### src/rtl/regfile_dump_tx_if.sv
// Byte stream from the register dump engine to the debug transmitter.
// The master drives data/valid; the slave answers with ready.
interface regfile_dump_tx_if;
    logic [7:0] tx_data;
    logic       tx_valid;
    logic       tx_ready;

    modport master (
        output tx_data,
        output tx_valid,
        input  tx_ready
    );

    modport slave (
        input  tx_data,
        input  tx_valid,
        output tx_ready
    );
endinterface

### src/rtl/regfile_dump_tx.sv
// Debug read-out engine: walks the register file one register per step and
// streams HEADER followed by each register's four bytes, MSB first.
module regfile_dump_tx #(
    parameter logic [4:0] REG_FIRST = 5'd0,
    parameter logic [4:0] REG_LAST  = 5'd31,
    parameter logic [7:0] HEADER    = 8'hA5
) (
    input  logic                       clk,
    input  logic                       reset,
    input  logic                       start,
    output logic                       busy,
    output logic                       done,
    output logic [4:0]                 rd_addr,
    input  logic [31:0]                rd_data,
    regfile_dump_tx_if.master          tx
);

    typedef enum logic [2:0] {
        IDLE,
        HDR,
        LOAD,
        SEND,
        DONE
    } state_t;

    state_t      state;
    logic [4:0]  addr;
    logic [31:0] shift;
    logic [1:0]  byteCnt;
    logic        busyReg;
    logic        doneReg;
    logic        txValid;
    logic [7:0]  txData;

    // Outputs are registered alongside the state, so tx_data/tx_valid are
    // loaded with the value the next state presents.
    always_ff @(posedge clk or negedge reset) begin
        if (!reset) begin
            state   <= IDLE;
            addr    <= 5'd0;
            shift   <= 32'd0;
            byteCnt <= 2'd0;
            busyReg <= 1'b0;
            doneReg <= 1'b0;
            txValid <= 1'b0;
            txData  <= 8'd0;
        end else begin
            doneReg <= 1'b0;
            case (state)
                IDLE: begin
                    if (start) begin
                        state   <= HDR;
                        addr    <= REG_FIRST;
                        busyReg <= 1'b1;
                        txValid <= 1'b1;
                        txData  <= HEADER;
                    end
                end
                HDR: begin
                    if (tx.tx_ready) begin
                        state   <= LOAD;
                        txValid <= 1'b0;
                        txData  <= 8'd0;
                    end
                end
                LOAD: begin
                    // Register is captured here; later writes miss this frame.
                    shift   <= rd_data;
                    byteCnt <= 2'd0;
                    state   <= SEND;
                    txValid <= 1'b1;
                    txData  <= rd_data[31:24];
                end
                SEND: begin
                    if (tx.tx_ready) begin
                        if (byteCnt != 2'd3) begin
                            shift   <= shift << 8;
                            byteCnt <= byteCnt + 2'd1;
                            txData  <= shift[23:16];
                        end else begin
                            txValid <= 1'b0;
                            txData  <= 8'd0;
                            if (addr == REG_LAST) begin
                                state   <= DONE;
                                doneReg <= 1'b1;
                            end else begin
                                addr  <= addr + 5'd1;
                                state <= LOAD;
                            end
                        end
                    end
                end
                DONE: begin
                    state   <= IDLE;
                    busyReg <= 1'b0;
                end
                default: begin
                    state   <= IDLE;
                    busyReg <= 1'b0;
                    txValid <= 1'b0;
                    txData  <= 8'd0;
                end
            endcase
        end
    end

    assign busy        = busyReg;
    assign done        = doneReg;
    assign rd_addr     = addr;
    assign tx.tx_valid = txValid;
    assign tx.tx_data  = txData;

endmodule

### src/flat_wrapper.sv
// flat-port wrapper written by rule: the top's interface ports become plain ports
module regfile_dump_tx_flat 
#(
    parameter logic [4:0] REG_FIRST = 5'd0,
    parameter logic [4:0] REG_LAST  = 5'd31,
    parameter logic [7:0] HEADER    = 8'hA5
)
  (clk, reset, start, busy, done, rd_addr, rd_data, tx_tx_data, tx_tx_valid, tx_tx_ready);
  regfile_dump_tx_if tx_i ();
  input  logic clk;
  input  logic reset;
  input  logic start;
  output logic busy;
  output logic done;
  output logic [4:0] rd_addr;
  input  logic [31:0] rd_data;
  output wire logic [$bits(tx_i.tx_data)-1:0] tx_tx_data;
  output wire logic [$bits(tx_i.tx_valid)-1:0] tx_tx_valid;
  input wire logic [$bits(tx_i.tx_ready)-1:0] tx_tx_ready;
  assign tx_tx_data = tx_i.tx_data;
  assign tx_tx_valid = tx_i.tx_valid;
  assign tx_i.tx_ready = tx_tx_ready;
  regfile_dump_tx #(.REG_FIRST(REG_FIRST), .REG_LAST(REG_LAST), .HEADER(HEADER)) u_core (.clk(clk), .reset(reset), .start(start), .busy(busy), .done(done), .rd_addr(rd_addr), .rd_data(rd_data), .tx(tx_i));
endmodule
### config.mk
export PLATFORM = sky130hd
export DESIGN_NAME = regfile_dump_tx_flat
export DESIGN_NICKNAME = d
export VERILOG_FILES = /design/src/rtl/regfile_dump_tx_if.sv /design/src/rtl/regfile_dump_tx.sv /design/src/flat_wrapper.sv
export SDC_FILE = /design/constraint.sdc
export NUM_CORES = 1
export LEC_CHECK = 0
export ABC_CLOCK_PERIOD_IN_PS = 2400
export BUFFER_PORTS_ARGS = -buffer_cell sky130_fd_sc_hd__buf_2
export CAP_MARGIN = 20
export CORE_UTILIZATION = 25
export DETAILED_ROUTE_END_ITERATION = 6
export GPL_TIMING_DRIVEN = 0
export SLEW_MARGIN = 25
export SYNTH_ARGS = -nofsm -noshare
export SYNTH_HDL_FRONTEND = slang
export SYNTH_SLANG_ARGS = --single-unit
### constraint.sdc
create_clock -name clk -period 2.4 [get_ports clk]
set_input_delay 0.12 -clock clk [delete_from_list [all_inputs] [get_ports clk]]
set_output_delay 0.12 -clock clk [all_outputs]
set_load 0.01 [all_outputs]
==> metrics.md, run 1 <==
| Metric | Value |
|---|---|
| Status | `finished, final reports clean` |
| Non-Filler Instances | `366` |
| Total net switching power | `0.923 mW` |
| Ant diodes | `0` |
| Final period utilization | `84.3%` |
| CTS tree | `yes` |
| Dominant cell type by area after synthesis | `dfrtp_1` |
| Starting Density | `26.0%` |
| Area of the multi-input gates | `937 um^2` |
| RSZ-0062 raised after global routing | `false` |
| Worst VDD drop | `322 uV` |
| Post-CTS Setup Repair Bufs | `0` |
| Vias per inst | `4.49` |
| Mean Syn Cell Area | `10.7 um^2` |
| Sinks on Clock Net | `45` |
| Initial antenna violation count | `0` |
| Final setup vio count | `0` |
| Final setup margin | `0.376 ns` |
| Final GP Congestion | `0.811` |
| Logic pwr share | `36.0%` |
| Clk buf depth | `2` |
| Clk_skew | `0.00695 ns` |
| Setup TNS Final | `0 ns` |
| Largest net degree at the start of global routing | `46` |
| Top post-synthesis cells by area | `dfrtp_1 52%, a22o_1 7.8%, mux2i_1 7.5%, nand2_1 4.5%, o21ai_1 2.3%` |
| Startpoint types | `register` |
| Placed Cells | `357` |
| Vias in the first global route | `1662` |
| Min Tclk post-route | `2.02 ns` |
| Commonest cells after routing, fill and taps aside | `57 x buf_2, 45 x dfrtp_1, 26 x nand2_1` |
| Iteration count of the initial detailed-routing pass | `4` |
| Commonest non-fill, non-tap cell in the layout | `buf_2` |
| Die area | `0.00896 mm^2` |
| Inserted Clock Buffers | `5` |
| Synthesis-to-finish area growth | `22.7%` |
| Routed wire length | `4960 um` |
| Die Width | `94.7 um` |
| Leakage power | `1.25 nW` |
| Worst Tran Pin Value | `0.609 ns` |
| IO Pins | `52` |
| Top-area cell type share of the netlist area | `52.4%` |
| Synth unique cells | `34` |
| CTS H-Tree Depth | `2` |
| Fillers | `878` |
| PwrDens | `980 mW/mm^2` |
| Synthesized instance count | `201` |
| Hold Vio Cnt, Final | `0` |
| Core Area | `0.00826 mm^2` |
| Syn Nets | `240` |
| FF+latch count, synth | `45` |
| 1st-iter DRT viols | `74` |
| Synthesis Warnings | `0` |
| CP Capture Type | `register` |
| Total gr overflow | `0` |
| Post-Syn Area | `0.00215 mm^2` |
| Via count | `1644` |
| Max-Cap Viols | `0` |
| Register area | `0.00113 mm^2` |
| Worst min path class | `in -> reg` |
| Post-detail-place hpwl | `3660 um` |
| Routed WL per cell | `13.5 um` |
| Die Height | `94.7 um` |
| WS Path Type | `reg -> reg` |
| Fmax | `494 MHz` |
| Number of buffers added on ports | `51` |
| Clock power frac | `18.1%` |
| Final Max Slew Viols | `0` |
| Int Pwr | `1.66 mW` |
| NumNets Final | `299` |
| Switching Fraction | `35.8%` |
| Register area share after synthesis | `52.4%` |
| Number of routed nets with antenna violations | `0` |
| DRC violations left | `0` |
| Post-cts resize count | `0` |
| WP data arrival | `2.21 ns` |
| Rows | `33` |
| Clock-pin slew on the worst setup and hold paths | `0.09 ns` |
| Post-Place Worst Slack | `0.388 ns` |
| Layout cells sized above 1 | `29.1%` |
| CTS Root Cell | `clkbuf_8` |
| Overall Power | `2.58 mW` |
| All-layer global routing usage | `12.1%` |
| CP Max Fanout | `6` |
| Slew margin rel. | `59.3%` |
| Hold Slack | `0.0314 ns` |
| CP required | `2.59 ns` |
| Sequential share of power | `45.8%` |
| Worst-skew pair later-pin latency | `0.30 ns` |
| Global-route wire length before repair | `8220 um` |
path summary, 6_finish.rpt:
kind	from	to	slack [ns]	depth (start not counted)
max in group asynchronous	reset	u_core.state[0]	1.65	2
setup reg to reg	u_core.rd_addr[0]	u_core.rd_addr[1]	0.38	7
hold / removal	rd_data[5]	u_core.shift[5]	0.03	2
min in group asynchronous	reset	u_core.rd_addr[4]	0.35	2
hold reg to reg	u_core.shift[13]	u_core.shift[13]	0.49	2
setup / recovery	u_core.rd_addr[0]	u_core.rd_addr[1]	0.38	7
worst max-delay path: stages, from the launching register on:
cell and delay [ns]:
dfrtp_1 0.43, ha_1 0.25, and3_1 0.19, ha_1 0.27, nand4b_1 0.25, a21oi_4 0.21, nand2_2 0.08, a22o_1 0.23
final cells by class:
cell class                 instances  share of cell area [%]
clock buffer                       6                    2.76
multi-input combinational        139                    35.6
sequential                        45                    42.8
timing repair buffer              52                    10.2
buffer                            11                    2.33
clock inverter                     2                   0.570
tap                              105                    4.99
inverter                           6                   0.855
cells in the mapped netlist:
master and count:
o21ai_1 10, a31oi_1 4, nor3_1 2, mux2i_1 16, nand4b_1 1, a21oi_4 1, nand4_1 1, nand2b_4 1
or3b_4 1, a22o_1 19, nor4b_4 1, a21oi_1 8, nor4_1 1, and2b_1 1, buf_4 3, nor2b_1 3
buf_2 7, mux2_2 1, o32ai_4 1, nand3_1 2, dfrtp_1 45, nand2_1 26, o21ai_0 8, nand2_2 2
inv_1 6, clkbuf_1 1, and3_1 1, ha_1 3, a21o_1 2, nand2b_1 4, o32ai_1 1, nand3b_1 1
o22ai_1 4, nor2_1 13
metal layers:
| layer | global-route usage, % | vias to the layer above | share of wire (%) |
|---|---|---|---|
| li1 | - | 840 | - |
| met1 | 15.9 | 755 | 47 |
| met2 | 19.1 | 41 | 45 |
| met3 | 3.30 | 8 | 5.5 |
| met4 | 4.29 | 0 | 1.9 |
| met5 | 0 | - | 0 |
flip-flops by register name, summed over array words and instances, names as in the netlist:
signal / count
u_core.busy: 1
u_core.tx.tx_data: 8
u_core.rd_addr: 5
u_core.byteCnt: 2
u_core.tx.tx_valid: 1
u_core.shift: 24
u_core.done: 1
u_core.state: 3
cells by family after synthesis:
kind of cell / synth area share, %
AO/OA/AOI/OAI: 19.3
adder cells (fa/ha/maj): 1.75
buffers and inverters: 3.90
flip-flops: 52.4
multiplexers: 7.98
AND/OR/NAND/NOR: 14.6
per-stage QoR:
step	utilization [%]	instance area, um^2
final	31.9	2630
after global routing	31.9	2630
after CTS	31.7	2620
after detailed placement	30.7	2530
after global placement	30.7	2530
after floorplan	-	2150
power groups by stage:
stage | Combinational [mW] | Sequential, mW | Clock [mW]
floorplan | 0.630 | 1.20 | 0
global placement | 0.920 | 1.19 | 0
detailed placement | 0.939 | 1.20 | 0
CTS | 0.943 | 1.19 | 0.487
global route | 1.05 | 1.22 | 0.517
finish | 0.929 | 1.18 | 0.468
timing repair:
item | in CTS | in global routing
hold buffers | 0 | 1
setup endpoints to repair | 0 | 0
hold endpoints to repair | 0 | 45
Power figures use the tool's default switching activity.
==> inputs of run 2 (changes only) <==
ABC_CLOCK_PERIOD_IN_PS = 1800   (was 2400)
clock period = 1.8 ns   (was 2.4 ns; I/O delays follow)
==> run 2 against run 1 <==
  * Power grew 36%
  * Combinational power increased by 42%
  * Flip-flop and latch count did not move
  * Cell count rose by 2.5%
  * Wire length grew 4.1%
  * Clock-buffer cell count down 1
  * Clock skew increased by 0.0029 ns
  * Sequential power grew 33%
  * Non-clock buffer count increased by 9
  * Critical path type unchanged
==> metrics.md, run 2 (synthesized netlist as in run 1, its figures left out) <==
| Metric | Value |
|---|---|
| Status | `finished, final reports clean` |
| Routed WL per cell | `13.8 um` |
| CP Capture Type | `register` |
| Setup TNS Final | `0 ns` |
| Worst Tran Pin Value | `0.609 ns` |
| Core Util, Final | `33.1%` |
| Worst VDD drop | `347 uV` |
| Commonest cells after routing, fill and taps aside | `57 x buf_2, 45 x dfrtp_1, 26 x nand2_1` |
| CTS Root Cell | `clkbuf_8` |
| Total gr overflow | `0` |
| Inserted Clock Buffers | `5` |
| All-layer global routing usage | `12.2%` |
| Post-detail-place hpwl | `3760 um` |
| Number of buffers added on ports | `51` |
| Die Height | `94.7 um` |
| Die Width | `94.7 um` |
| CP peak stage delay | `0.39 ns` |
| WP data arrival | `1.93 ns` |
| Starting Density | `26.0%` |
| IO Pins | `52` |
| Leakage power | `1.30 nW` |
| Largest register FFs | `24` |
| Min Tclk post-route | `1.75 ns` |
| Number of routed nets with antenna violations | `0` |
| Initial antenna violation count | `0` |
| NumNets Final | `308` |
| Rows | `33` |
| R2R depth | `7` |
| Commonest non-fill, non-tap cell in the layout | `buf_2` |
| PwrDens | `1280 mW/mm^2` |
| Vias per inst | `4.57` |
| Slowest-stage cell, CP | `dfrtp_1` |
| Biggest register | `u_core.shift` |
| Worst min path class | `in -> reg` |
| WS Path Type | `reg -> reg` |
| RSZ-0062 raised after global routing | `false` |
| Layout cells sized above 1 | `31.5%` |
| DRC violations left | `0` |
| Clk buf depth | `2` |
| Final setup margin | `0.0503 ns` |
| Slew margin rel. | `59.2%` |
| Final GP Congestion | `0.725` |
| Iteration count of the initial detailed-routing pass | `4` |
| Die area | `0.00896 mm^2` |
| Sinks on Clock Net | `45` |
| Largest net degree at the start of global routing | `46` |
| Core Area | `0.00826 mm^2` |
| Max-Cap Viols | `0` |
| Startpoint types | `register` |
| Final Max Slew Viols | `0` |
| Final setup vio count | `0` |
| Crit path cell chain | `ha_2 > and3_4 > ha_4 > nand4b_1 > a21oi_4 > nand2_2 > a22o_1` |
| Global-route wire length before repair | `8410 um` |
| CP Max Fanout | `3` |
| Hold Crit Depth | `2` |
| Hold Vio Cnt, Final | `0` |
| Clk_skew | `0.00981 ns` |
| Synthesis-to-finish area growth | `27.2%` |
| CTS H-Tree Depth | `2` |
| CP required | `1.98 ns` |
| Routed wire length | `5160 um` |
| Fmax | `572 MHz` |
| Via count | `1712` |
| 1st-iter DRT viols | `47` |
| Ant diodes | `0` |
| Worst-skew pair later-pin latency | `0.30 ns` |
| Vias in the first global route | `1724` |
| Final period utilization | `97.2%` |
| Clock-pin slew on the worst setup and hold paths | `0.09 ns` |
| CTS tree | `yes` |
| Overall Power | `3.51 mW` |
| Post-Place Worst Slack | `-0.0676 ns` |
run 2: changes by cell type in the layout (fill, tap and decap cells not counted), sizes merged:
cell,previous run,this run
dlygate4sd3,1,5
clkinvlp,2,1
buf,61,66
clkinv,0,2
clkbuf,7,6
run 2: routing by layer:
| metal | track usage [%] | share of wire [%] | routed length [um] | up-vias |
|---|---|---|---|---|
| met5 | 0 | 0 | 0 | - |
| met4 | 4.04 | 1.1 | 58 | 0 |
| met3 | 2.25 | 4.5 | 232 | 6 |
| met2 | 20.4 | 48 | 2480 | 45 |
| met1 | 15.9 | 46 | 2390 | 804 |
| li1 | - | - | - | 857 |
run 2: power by group:
| group | internal, mW | switching [mW] |
|---|---|---|
| Sequential | 1.36 | 0.211 |
| Combinational | 0.620 | 0.704 |
| Clock | 0.268 | 0.341 |
run 2: final timing paths:
kind / startpoint / to / slack [ns]
hold reg to reg: u_core.shift[10] / u_core.shift[10] / 0.48
setup / recovery: u_core.rd_addr[0] / u_core.rd_addr[1] / 0.05
max in group asynchronous: reset / u_core.shift[22] / 1.07
setup reg to reg: u_core.rd_addr[0] / u_core.rd_addr[1] / 0.05
hold / removal: rd_data[0] / u_core.shift[0] / 0.02
min in group asynchronous: reset / u_core.busy / 0.32
run 2: per-stage QoR:
stage	cell area [um^2]	std cells	hold slack [ns]
3_3_place_gp	2550	357	0.309
6_report	2730	375	0.0195
3_5_place_dp	2550	357	0.311
2_1_floorplan	2170	201	-0.206
5_1_grt	2730	375	0.0269
4_1_cts	2710	373	0.00764
run 2: layout make-up:
cell class              count  area, um^2
flip-flops and latches     45        1130
clock buffers               5        68.8
plain buffers              11        61.3
clock inverters             3        17.5
well taps                 105         131
repair buffers             61         345
fillers                   897        5530
multi-input cells         139         957
inverters                   6        22.5
run 2: worst max-delay path, delay by kind of cell (launching register included):
family	cells	cell delay (ns)
simple gates	3	0.47
compound gates	2	0.43
fa+ha+maj	2	0.34
flops	1	0.39
run 2: timing repair:
item | in CTS | in global routing
setup endpoints to repair | 2 | 2
hold buffers | 5 | 0
gates resized for setup | 0 | 0
pin swaps | 1 | 2
buffers inserted | 3 | 2
endpoints found under the hold margin | 49 | 0
==> inputs of run 3 (changes only) <==
ABC_AREA = 1   (was unset)
TNS_END_PERCENT = 20   (was unset)
==> run 3 against run 2 <==
  * First-iteration DRC count grew 43%
  * Combinational power is 46% higher
  * Fmax increased by 9.5%
  * Sequential share of layout area decreased by 1.8 points
  * Via count up 15%
  * Global-route usage down 0.55 points
  * Cell count is 25% higher
  * Critical endpoint is now u_core.rd_addr[0]
  * Largest cell class unchanged
==> metrics.md, run 3 <==
| Metric | Value |
|---|---|
| Metal1 wirelength | `2440 um` |
| Fillers | `927` |
| Starting Density | `25.8%` |
| Post-Syn Area | `0.00225 mm^2` |
| Clk buf depth | `2` |
| Number of buffers added on ports | `51` |
| Core Area | `0.00872 mm^2` |
| Vias in the first global route | `1890` |
| Sequential share of power | `37.2%` |
| Clock-pin slew on the worst setup and hold paths | `0.08 ns` |
| Largest net degree at the start of global routing | `46` |
| Startpoint types | `register` |
| Post-CTS Setup Repair Bufs | `0` |
| Most frequent cell after synthesis | `nand2_1` |
| Placed Cells | `453` |
| Async S/R FF share, synth | `100%` |
| Worst min path class | `in -> reg` |
| Non-Filler Instances | `470` |
| RR Startpoint | `u_core.rd_addr[0]` |
| RSZ-0062 raised after global routing | `false` |
| Hold Vio Cnt, Final | `0` |
| Total net switching power | `1.77 mW` |
| Global-route wire length before repair | `8880 um` |
| CTS tree | `yes` |
| Overall Power | `4.31 mW` |
| Die area | `0.00938 mm^2` |
| Rows | `34` |
| Iteration count of the initial detailed-routing pass | `4` |
| Commonest cells after routing, fill and taps aside | `156 x nand2_1, 54 x buf_2, 45 x dfrtp_1` |
| Final setup vio count | `0` |
| DR top layer | `met4` |
| Status | `finished, final reports clean` |
| NumNets Final | `400` |
| Top-area cell type share of the netlist area | `50.1%` |
| Worst VDD drop | `453 uV` |
| PwrDens | `1510 mW/mm^2` |
| Min Tclk post-route | `1.60 ns` |
| CP Capture Type | `register` |
| Worst path most repeated cell | `nand2_1` |
| Worst Tran Pin Value | `0.573 ns` |
| Total gr overflow | `0` |
| Initial antenna violation count | `0` |
| Layout cells sized above 1 | `22.9%` |
| CTS Root Cell | `clkbuf_8` |
| Synthesis Warnings | `0` |
| Primary FF master, synth | `dfrtp_1` |
| Sinks on Clock Net | `45` |
| Final GP Congestion | `0.741` |
| Mean Syn Cell Area | `7.65 um^2` |
| Die Height | `96.9 um` |
| Synthesized instance count | `294` |
| Clk_skew | `0.00953 ns` |
| CP peak stage delay | `0.43 ns` |
| Ant diodes | `0` |
| Crit path cell chain | `ha_1 > nand2_1 > nor2_1 > ha_1 > o21ai_2 > nand3_2 > nand2_1 > nand2_1` |
| Core Util, Final | `32.7%` |
| Via count | `1967` |
| Number of routed nets with antenna violations | `0` |
| Slowest-stage cell, CP | `dfrtp_1` |
| Max-Cap Viols | `0` |
| IO Pins | `52` |
| Int Pwr | `2.54 mW` |
| WS Path Type | `reg -> reg` |
| Worst-skew pair later-pin latency | `0.30 ns` |
| CP required | `1.98 ns` |
| CTS H-Tree Depth | `2` |
| Worst Setup SP | `u_core.rd_addr[0]` |
| Final Max Slew Viols | `0` |
| Synthesis-to-finish area growth | `26.8%` |
| 1st-iter DRT viols | `67` |
| Routed wire length | `5160 um` |
| Syn Nets | `333` |
| Met3 WL | `240 um` |
| Commonest cells post-synth | `156 x nand2_1, 45 x dfrtp_1, 21 x inv_1, 17 x o21ai_0` |
| Top post-synthesis cells by area | `dfrtp_1 50%, nand2_1 26%, o21ai_0 3.8%, inv_1 3.5%, o21ai_2 3.5%` |
| Post-detail-place hpwl | `3900 um` |
| All-layer global routing usage | `11.7%` |
| Leakage power | `1.61 nW` |
| Die Width | `96.9 um` |
| Hold_sp | `tx_tx_ready` |
| Fmax | `626 MHz` |
| Dominant cell type by area after synthesis | `dfrtp_1` |
| DR WL met2 | `2450 um` |
| Commonest non-fill, non-tap cell in the layout | `nand2_1` |
| Slew margin rel. | `61.8%` |
| Inserted Clock Buffers | `5` |
| Vias per inst | `4.19` |
| WP data arrival | `1.78 ns` |
| Routed WL per cell | `11.0 um` |
| Clock power frac | `18.1%` |
| Biggest register | `u_core.shift` |
| Logic pwr share | `44.7%` |
| Synth unique cells | `26` |
| Switching Fraction | `41.1%` |
| Register area share after synthesis | `50.1%` |
| Number of synthesized flops with an enable pin | `0` |
| FF+latch count, synth | `45` |
| DRC violations left | `0` |
| CP Max Fanout | `5` |
| Largest register FFs | `24` |
| Final period utilization | `88.7%` |
[run 3: cell types whose count changed in the layout (fill, tap and decap cells not counted), sizes merged, moves of 8 or more]
cell	previous run	this run
a22o	19	0
o21ai	18	27
inv	6	23
mux2i	16	0
buf	66	58
nand2	28	160
[run 3: critical path, delay by kind of cell, from the launching register on]
| kind | cells | cell delay, ns |
|---|---|---|
| flops | 1 | 0.43 |
| fa+ha+maj | 2 | 0.46 |
| simple gates | 5 | 0.40 |
| compound gates | 1 | 0.21 |
[run 3: repair_timing]
item / CTS / global route
pin swaps: 0 / 0
hold endpoints to repair: 17 / 1
endpoints found under the setup margin: 5 / 5
hold buffers: 8 / 1
gates resized for setup: 1 / 1
[run 3: logic make-up (layout without fill, tap and decap cells)]
group                    Yosys count  count (layout)  share of synthesized area, %
adder cells (fa/ha/maj)            3               3                          1.67
AO/OA/AOI/OAI                     32              32                          8.90
flip-flops                        45              45                          50.1
AND/OR/NAND/NOR                  180             180                          32.1
XOR/XNOR                           2               2                         0.779
buffers and inverters             32             100                          6.51
[run 3: power by group through the flow]
stage                     logic, mW  registers (mW)  clock network (mW)
after floorplan                1.36            1.64                   0
after global placement         1.89            1.61                   0
after detailed placement       1.93            1.63                   0
after CTS                      1.96            1.61               0.805
after global routing           2.24            1.66               0.847
final                          1.93            1.60               0.781
[run 3: per-layer routing]
layer  global-route usage, %  vias up
met5                       0        -
met3                    3.11        5
met1                    14.6      874
met4                    3.10        0
met2                    19.9       47
li1                        -     1041
[run 3: metrics by stage]
step                      setup TNS (ns)  hold WS (ns)  area, um^2  setup WS [ns]
after floorplan                        0        -0.206        2250          0.111
after global placement            -0.138         0.294        2640        -0.0347
after detailed placement          -0.116         0.293        2640        -0.0290
after CTS                              0       0.00282        2840          0.101
after global routing                   0        0.0751        2850         0.0118
final                                  0        0.0575        2850          0.203
[run 3: worst paths after layout]
kind	end	slack (ns)	cells past startpoint
setup / recovery	u_core.rd_addr[0]	0.20	8
hold / removal	u_core.state[2]	0.06	3
max in group asynchronous	u_core.shift[6]	1.07	2
min in group asynchronous	u_core.state[1]	0.33	2
setup reg to reg	u_core.rd_addr[0]	0.20	8
hold reg to reg	u_core.shift[5]	0.47	2
[run 3: layout make-up]
type | count | area (um^2) | share of cell area, %
Clock buffer | 7 | 86.3 | 3.03
Inverter | 23 | 88.8 | 3.11
Sequential cell | 45 | 1130 | 39.5
Tap cell | 108 | 135 | 4.74
Buffer | 9 | 57.6 | 2.02
Multi-Input combinational cell | 217 | 981 | 34.4
Clock inverter | 1 | 30.0 | 1.05
Timing Repair Buffer | 60 | 348 | 12.2
